`src/rtl/mem_0_stage.sv`:
```
// mem_0_stage: first memory pipeline stage, feeding the Mem_1 data-RAM stage.
//
// Accepts execute results, computes the effective byte address (base+offset,
// wrapping mod 2^32), queues the ops in a DEPTH-entry FIFO and presents one
// registered op per cycle on the m0_m1_* bundle. While the data RAM is being
// loaded (mem_ram_load) the FIFO head is frozen and bubbles are emitted.
//
// Handshake: an op transfers on a rising clock edge where ex_m0_valid and
// m0_ex_ready are both 1. m0_ex_ready is combinational (count<DEPTH && !flush)
// and does not depend on ex_m0_valid; the producer holds its op stable until
// the transfer edge.
//
// Ports:
//   clock, reset (async, active-low)
//   mem_ram_load        hold: FIFO frozen, output bubbles, pushes still allowed
//   ex_m0_flush         discard all buffered ops (wins over push and pop)
//   ex_m0_valid/m0_ex_ready, ex_m0_readmem/writemem/base/offset/regb/
//   regdest/writereg    incoming op
//   m0_m1_oper/readmem/writemem/data_addr/regb/regdest/writereg  outgoing op
//   m0_hold_count       saturating count of hold cycles with FIFO non-empty
//   m0_exc_misaligned   only with MEM0_ALIGN_TRAP_EN defined: pulses for one
//                       cycle when a misaligned memory op is dropped
//
// Build option: MEM0_ALIGN_TRAP_EN turns misaligned memory ops into bubbles
// and adds m0_exc_misaligned.

module mem_0_stage #(
    parameter int DEPTH     = 2,
    parameter int RAM_WORDS = 128,
    parameter int REG_W     = 5
) (
    input  logic             clock,
    input  logic             reset,
    input  logic             mem_ram_load,
    input  logic             ex_m0_flush,
    input  logic             ex_m0_valid,
    output logic             m0_ex_ready,
    input  logic             ex_m0_readmem,
    input  logic             ex_m0_writemem,
    input  logic [31:0]      ex_m0_base,
    input  logic [31:0]      ex_m0_offset,
    input  logic [31:0]      ex_m0_regb,
    input  logic [REG_W-1:0] ex_m0_regdest,
    input  logic             ex_m0_writereg,
    output logic             m0_m1_oper,
    output logic             m0_m1_readmem,
    output logic             m0_m1_writemem,
    output logic [31:0]      m0_m1_data_addr,
    output logic [31:0]      m0_m1_regb,
    output logic [REG_W-1:0] m0_m1_regdest,
    output logic             m0_m1_writereg,
    output logic [15:0]      m0_hold_count
`ifdef MEM0_ALIGN_TRAP_EN
    ,
    output logic             m0_exc_misaligned
`endif
);

    localparam int PTR_W = (DEPTH > 1) ? $clog2(DEPTH) : 1;
    localparam int CNT_W = PTR_W + 1;

    // Elaboration-time parameter sanity: pointer wrap relies on a power-of-2
    // depth, and Mem_1 needs a non-empty word range.
    if ((DEPTH < 2) || ((DEPTH & (DEPTH - 1)) != 0) || (RAM_WORDS < 1)) begin : g_bad_param
        $error("mem_0_stage: DEPTH must be a power of 2 >= 2 and RAM_WORDS >= 1");
    end

    typedef struct packed {
        logic             readmem;
        logic             writemem;
        logic [31:0]      addr;
        logic [31:0]      regb;
        logic [REG_W-1:0] regdest;
        logic             writereg;
    } entry_t;

    entry_t           fifo_q [DEPTH];
    logic [PTR_W-1:0] rd_ptr;
    logic [PTR_W-1:0] wr_ptr;
    logic [CNT_W-1:0] count;

    entry_t push_entry;
    entry_t head;
    logic   push;
    logic   pop;
    logic   trap;
    logic   emit_op;

    assign m0_ex_ready = (count < CNT_W'(DEPTH)) && !ex_m0_flush;
    assign push        = ex_m0_valid && m0_ex_ready;
    // Flush and hold both suppress the pop; an empty FIFO has nothing to pop.
    assign pop         = !ex_m0_flush && !mem_ram_load && (count != '0);

    always_comb begin
        push_entry          = '0;
        push_entry.readmem  = ex_m0_readmem;
        // A load+store request is treated as a load only.
        push_entry.writemem = ex_m0_writemem & ~ex_m0_readmem;
        push_entry.addr     = ex_m0_base + ex_m0_offset;
        push_entry.regb     = ex_m0_regb;
        push_entry.regdest  = ex_m0_regdest;
        push_entry.writereg = ex_m0_writereg;
    end

    always_comb begin
        head = fifo_q[rd_ptr];
        trap = 1'b0;
`ifdef MEM0_ALIGN_TRAP_EN
        trap = pop && (head.readmem || head.writemem) && (head.addr[1:0] != 2'b00);
`endif
        emit_op = pop && !trap;
    end

    // Storage carries no reset: validity is tracked entirely by count.
    always_ff @(posedge clock) begin
        if (push) begin
            fifo_q[wr_ptr] <= push_entry;
        end
    end

    always_ff @(posedge clock or negedge reset) begin
        if (!reset) begin
            rd_ptr <= '0;
            wr_ptr <= '0;
            count  <= '0;
        end else if (ex_m0_flush) begin
            rd_ptr <= '0;
            wr_ptr <= '0;
            count  <= '0;
        end else begin
            if (push) wr_ptr <= wr_ptr + 1'b1;
            if (pop)  rd_ptr <= rd_ptr + 1'b1;
            if (push && !pop)      count <= count + 1'b1;
            else if (!push && pop) count <= count - 1'b1;
        end
    end

    // Uses the pre-edge count, so a flush during hold still counts that cycle.
    always_ff @(posedge clock or negedge reset) begin
        if (!reset) begin
            m0_hold_count <= '0;
        end else if (mem_ram_load && (count != '0) && (m0_hold_count != 16'hFFFF)) begin
            m0_hold_count <= m0_hold_count + 16'd1;
        end
    end

    always_ff @(posedge clock or negedge reset) begin
        if (!reset) begin
            m0_m1_oper      <= 1'b0;
            m0_m1_readmem   <= 1'b0;
            m0_m1_writemem  <= 1'b0;
            m0_m1_data_addr <= '0;
            m0_m1_regb      <= '0;
            m0_m1_regdest   <= '0;
            m0_m1_writereg  <= 1'b0;
        end else if (emit_op) begin
            m0_m1_oper      <= 1'b1;
            m0_m1_readmem   <= head.readmem;
            m0_m1_writemem  <= head.writemem;
            m0_m1_data_addr <= head.addr;
            m0_m1_regb      <= head.regb;
            m0_m1_regdest   <= head.regdest;
            m0_m1_writereg  <= head.writereg;
        end else begin
            m0_m1_oper      <= 1'b0;
            m0_m1_readmem   <= 1'b0;
            m0_m1_writemem  <= 1'b0;
            m0_m1_data_addr <= '0;
            m0_m1_regb      <= '0;
            m0_m1_regdest   <= '0;
            m0_m1_writereg  <= 1'b0;
        end
    end

`ifdef MEM0_ALIGN_TRAP_EN
    always_ff @(posedge clock or negedge reset) begin
        if (!reset) begin
            m0_exc_misaligned <= 1'b0;
        end else begin
            m0_exc_misaligned <= trap;
        end
    end
`endif

endmodule

```
`config.mk`:
```
export PLATFORM = sky130hd
export DESIGN_NAME = mem_0_stage
export DESIGN_NICKNAME = d
export VERILOG_FILES = /design/src/rtl/mem_0_stage.sv
export SDC_FILE = /design/constraint.sdc
export NUM_CORES = 1
export LEC_CHECK = 0
export CAP_MARGIN = 20
export CORE_MARGIN = 4
export CORE_UTILIZATION = 47
export CTS_CLUSTER_DIAMETER = 60
export DETAILED_ROUTE_END_ITERATION = 12
export GPL_TIMING_DRIVEN = 0
export PLACE_DENSITY = 0.76
export SLEW_MARGIN = 20
export SYNTH_ARGS = -nofsm -noshare
export SYNTH_HDL_FRONTEND = slang
export SYNTH_SLANG_ARGS = --single-unit
export TNS_END_PERCENT = 50
```
`constraint.sdc`:
```
create_clock -name clock -period 4.43 [get_ports clock]
set_input_delay 0.6645 -clock clock [delete_from_list [all_inputs] [get_ports clock]]
set_output_delay 0.6645 -clock clock [all_outputs]
set_load 0.005 [all_outputs]
```
==> results of run 1 <==
## state kept, by name, summed over array words and instances, names as in the netlist
name,flops
count,2
fifo_q,144
m0_hold_count,16
m0_m1_data_addr,32
m0_m1_oper,1
m0_m1_readmem,1
m0_m1_regb,32
m0_m1_regdest,5
m0_m1_writemem,1
m0_m1_writereg,1
rd_ptr,1
wr_ptr,1
## routing by layer
metal,part of all wire,up-vias
met5,0,-
met4,0.019,0
met3,0.048,29
met2,0.51,182
met1,0.42,3272
li1,-,3279
## cells by family after synthesis
logic type,count (synthesis)
AO/OA/AOI/OAI,133
XOR/XNOR,40
adder cells (fa/ha/maj),33
buffers and inverters,43
flip-flops,237
multiplexers,74
AND/OR/NAND/NOR,203
## final timing paths
kind,startpoint,to,slack [ps],cells after the start
min in group clock,fifo_q[0][56],m0_m1_data_addr[18],480,2
max reg2reg,rd_ptr,m0_m1_data_addr[28],2360,4
min reg2reg,fifo_q[0][56],m0_m1_data_addr[18],480,2
min,reset,m0_m1_regb[16],100,1
max in group asynchronous,reset,m0_m1_data_addr[13],3740,2
max,ex_m0_base[0],fifo_q[1][48],1380,9
## area by class of cell
class	instances	area (um2)
tap	275	344
sequential	237	6650
inverter	13	48.8
multi-input combinational	483	3380
clock inverter	6	82.6
fill	1609	7750
timing repair buffer	203	2110
clock buffer	34	668
buffer	30	115
## worst reg2reg max path, cell delays in order, from the launching register on
cell and delay (ps):
dfrtp_1 340, clkbuf_1 600, buf_1 660, mux2i_1 270, nor2_1 60
## power groups by stage
stage | sequential (mW) | clock, mW | combinational, mW
CTS | 2.56 | 1.96 | 0.764
floorplan | 2.60 | 0 | 0.413
detailed placement | 2.60 | 0 | 0.758
global route | 2.57 | 2.06 | 0.834
global placement | 2.60 | 0 | 0.724
finish | 2.56 | 1.92 | 0.759
## layout by cell type (no fill, tap or decap), drive strengths merged, types with 14 or more instances in the layout
| cell | instances |
|---|---|
| clkdlybuf4s50 | 197 |
| ha | 32 |
| a21oi | 38 |
| mux2i | 73 |
| a21o | 23 |
| xnor2 | 29 |
| nor2 | 103 |
| nand2 | 35 |
| edfxtp | 144 |
| nand3 | 14 |
| dfrtp | 93 |
| buf | 14 |
| clkbuf | 56 |
| o21ai | 19 |
==> results.toml, run 1 <==
[placed_design]
dpl-instance-area_um2 = 12600
dp_hpwl_mm = 15.9
dpl_worst_slack_ps = 874
routabilityCongestion = 0.824
port_buffers = 198
dp.cells = 1241

[floorplan]
die_y_um = 155
boundaryPins = 199
die_area_um2 = 24100
die_width_um = 155
core-area_um2 = 21200
std_cell_rows = 53
initial_core_util = 0.481

[worst_setup_path]
worstPathCellList = "clkdlybuf4s50_1 -> ha_1 -> fa_1 -> a21o_2 -> a221o_2 -> a21o_1 -> a21o_4 -> a2111oi_4 -> nor2_2"
slowest_stage = "clkdlybuf4s50_1"
cp.buffers_inverters = 1
max_stage_delay_ps = 420
crit_family = "compound AO/OA/AOI/OAI gates"
critPathArrivalTime_ps = 3290
critPathKind = "input port to register"
crit_path_end_kind = "register"
start_kind = "input port"
critPathMaxFanout = 5
cp_data_required_time_ps = 4660

[clock_network]
cts_made_buffers = 22
hold_buffers = 0
path_clk_slew_ps = 60
cts_tree = "yes"
clock_sinks = 237
cts_resized = 0
clockBufferDepth = 3
insertion_delay_ps = 490
clock-root-buffer = "clkbuf_16"
h-tree-depth = 1
post_cts_buffers = 0

[timing]
period_share = 0.689
finClkSkew_ps = 15.1
rsz0062_at_grt = "no"
setup_tns_ps = 0
max_freq_mhz = 328
setup_viol = 0
fin_ws_ps = 1380
whs_ps = 99.7
hold_viol = 0
period_needed_ps = 3050
drv_slew = 0
relSlewSlack = 0.478
worst_pin_slew_ps = 783

[power]
p_clk_frac = 0.366
comb_power_share = 0.145
p_leak_nw = 5.15
powerDensity_nw_per_um2 = 390
finalPower_mw = 5.23
p_sw_mw = 1.21
seqPwrFrac = 0.489
p_int_mw = 4.02
switching_share = 0.231
peakVddDrop_uv = 279

[yosys]
synth_compound_area_frac = 0.0917
synthMuxAreaShare = 0.0729
synth_nets = 905
synth_edf_count = 144
yosys_warnings = 0
synthSimpleGateAreaFrac = 0.0901
async_flop_share = 0.392
synth_seq_area_share = 0.653
synthAdderAreaFrac = 0.0413
synth.avg_cell_area_um2 = 13.3
syn_area_um2 = 10200
synth_top_cell_by_area = "edfxtp_1"
yosys-top-cells-count = "edfxtp_1, nor2_1, dfrtp_1"
synth.most_common_cell = "edfxtp_1"
ys_types = 63
synthXorXnorAreaFrac = 0.0344
synth_top_area_frac = 0.425
synthFlopType = "edfxtp_1"
ys_top_cells_by_area = "edfxtp_1, dfrtp_1, mux2i_1"
ys_seq_elements = 237
synth_top_family_by_area = "compound AO/OA/AOI/OAI gates"
syn_inst = 763

[cells_and_area]
drive_gt1_frac = 0.0547
finalNonFillerCells = 1281
nets = 1132
synthToLayoutAreaGrowth_pct = 31.6
fin_util = 0.633
antenna_cells = 0
final_cell_area_um2 = 13400

[detailed_routing]
wl_per_cell_um = 17.0
viasPerCell = 5.28
drt-total-wl_mm = 21.8
drc = 0
ant_nets = 0
vias = 6762
first_pass_iters = 5
first_iter_violations = 318

[global_route]
antenna_found_initial = 0
grt_pass1_wl_mm = 34.6
grt_max_degree = 49
grt_usage = 0.178
grt.met1_usage = 0.230
grt-ovfl-total = 0
busiest_layer = "met2"
use_met2 = 0.319
globalRouteMet3Util = 0.0234
grt_pass1_vias = 6704

[worst_hold_path]
min_path_type = "input port to async pin"

[run]
max_cap_violations = 0

[run_status]
status = "completed"
Note: power is estimated with default switching activity, not from simulation.
==> run 2, diff against run 1 <==
==> constraint.sdc (replaced) <==
create_clock -name clock -period 2.54 [get_ports clock]
set_input_delay 0.381 -clock clock [delete_from_list [all_inputs] [get_ports clock]]
set_output_delay 0.381 -clock clock [all_outputs]
set_load 0.005 [all_outputs]
==> run 2 against run 1 <==
Clock skew fell by 6.2 ps. Combinational power rose by 78%. Register-to-register slack worse by 1800 ps.
==> results.toml, run 2 (same netlist as run 1, synthesis figures left out) <==
[worst_setup_path]
critPathArrivalTime_ps = 2720
cp_data_required_time_ps = 2770
cp.buffers_inverters = 2
slowest_stage = "clkdlybuf4s50_1"
crit_path_end_kind = "register"
critPathMaxFanout = 10
critPathKind = "input port to register"
worstPathCellList = "clkdlybuf4s50_1 -> ha_1 -> clkbuf_2 -> a21oi_1 -> o21ai_0 -> a31oi_1 -> nand4_1 -> a221oi_2 -> xnor2_2"
start_kind = "input port"
max_stage_delay_ps = 400
crit_family = "compound AO/OA/AOI/OAI gates"

[run_status]
status = "completed"

[global_route]
grt-ovfl-total = 0
antenna_found_initial = 0
grt_usage = 0.177
grt_max_degree = 54
grt_pass1_vias = 6791
grt_pass1_wl_mm = 34.5

[detailed_routing]
top_layer_used = "met4"
drc = 0
first_iter_violations = 233
wl_met1_mm = 8.95
viasPerCell = 5.26
wl_per_cell_um = 16.8
ant_nets = 0
vias = 6764
first_pass_iters = 4
drt-total-wl_mm = 21.6
met3_wirelength_um = 973
dr_wl_met2_mm = 11.2

[cells_and_area]
final_common_cell = "clkdlybuf4s50_1"
synthToLayoutAreaGrowth_pct = 32.4
largest_reg_flops = 144
nets = 1136
antenna_cells = 0
top_regs = "fifo_q x144, m0_m1_data_addr x32, m0_m1_regb x32"
final_cell_mix = "clkdlybuf4s50_1, edfxtp_1, nor2_1, dfrtp_1, mux2i_1"
drive_gt1_frac = 0.0723
regMostFlops = "fifo_q"
finalNonFillerCells = 1285

[timing]
hold_viol = 0
period_share = 0.983
worst_pin_slew_ps = 762
drv_slew = 0
relSlewSlack = 0.492
max_freq_mhz = 401
period_needed_ps = 2500
setup_viol = 0
finClkSkew_ps = 8.90

[placed_design]
port_buffers = 198
dp.cells = 1241
routabilityCongestion = 0.821
dp_hpwl_mm = 15.8

[floorplan]
initial_core_util = 0.481
die_area_um2 = 24100
boundaryPins = 199
core-area_um2 = 21200
die_width_um = 155
std_cell_rows = 53
die_y_um = 155

[power]
seqPwrFrac = 0.493
switching_share = 0.234
peakVddDrop_uv = 426
powerDensity_nw_per_um2 = 671
p_clk_frac = 0.358
p_leak_nw = 5.20
comb_power_share = 0.149
finalPower_mw = 9.04
p_int_mw = 6.93
p_sw_mw = 2.11

[clock_network]
cts_tree = "yes"
cts_made_buffers = 23
clockBufferDepth = 3
path_clk_slew_ps = 60
clock-root-buffer = "clkbuf_16"
clock_sinks = 237
insertion_delay_ps = 490
h-tree-depth = 1

[worst_hold_path]
min_path_type = "input port to register"

[run]
max_cap_violations = 0
==> run 2: path summary, 6_finish.rpt <==
check | slack, ps | to | depth (start not counted) | start
hold / removal | 350 | fifo_q[1][38] | 2 | ex_m0_base[0]
hold reg to reg | 480 | m0_m1_data_addr[18] | 2 | fifo_q[0][56]
min in group asynchronous | 370 | m0_m1_regb[16] | 2 | reset
max in group asynchronous | 1560 | m0_m1_regb[31] | 3 | reset
setup reg to reg | 510 | m0_m1_regb[2] | 4 | rd_ptr
setup / recovery | 40 | fifo_q[1][64] | 9 | ex_m0_base[17]
==> run 2: layout make-up <==
cell class              instances  area [um2]
fillers                      1613        7670
flip-flops and latches        237        6650
multi-input cells             483        3430
repair buffers                209        2150
clock buffers                  36         706
well taps                     275         344
plain buffers                  27         106
inverters                      13        48.8
clock inverters                 5        36.3
==> run 2: metrics by stage <==
stage	instance area, um2	util	TNS (ps)	worst slack (ps)	hold WS [ps]
2_1_floorplan	10200	-	-381	-136	85.4
3_3_place_gp	12500	0.592	-340500	-2530	465
3_5_place_dp	12600	0.598	-20770	-705	332
4_1_cts	13400	0.636	0	6.63	326
5_1_grt	13500	0.637	-126	-50.0	342
6_report	13500	0.637	0	43.8	347
==> run 2: power by group through the flow <==
stage | clock [mW] | combinational (mW) | sequential [mW]
final | 3.23 | 1.35 | 4.46
after CTS | 3.32 | 1.34 | 4.46
after floorplan | 0 | 0.721 | 4.52
after global placement | 0 | 1.26 | 4.53
after global routing | 3.48 | 1.48 | 4.48
after detailed placement | 0 | 1.31 | 4.54
==> run 2: metal layers <==
metal	vias up	global-route usage
met4	0	0.0467
met2	176	0.319
met3	36	0.0209
li1	3269	-
met5	-	0
met1	3283	0.228
==> run 2: what timing repair did <==
action                                 in CTS  in global routing
gates resized for setup                     6                 16
buffers inserted                            5                  0
pin swaps                                  11                  0
hold buffers                                1                  0
endpoints found under the hold margin      40                  0
setup endpoints to repair                  16                 30
==> run 3, diff against run 2 <==
--- a/config.mk
+++ b/config.mk
@@ -5,7 +5,6 @@
 export SDC_FILE = /design/constraint.sdc
 export NUM_CORES = 1
 export LEC_CHECK = 0
-export CAP_MARGIN = 20
 export CORE_MARGIN = 4
 export CORE_UTILIZATION = 47
 export CTS_CLUSTER_DIAMETER = 60
==> results of run 3 <==
No change in the layout: final DEF, timing and power equal those of run 2.
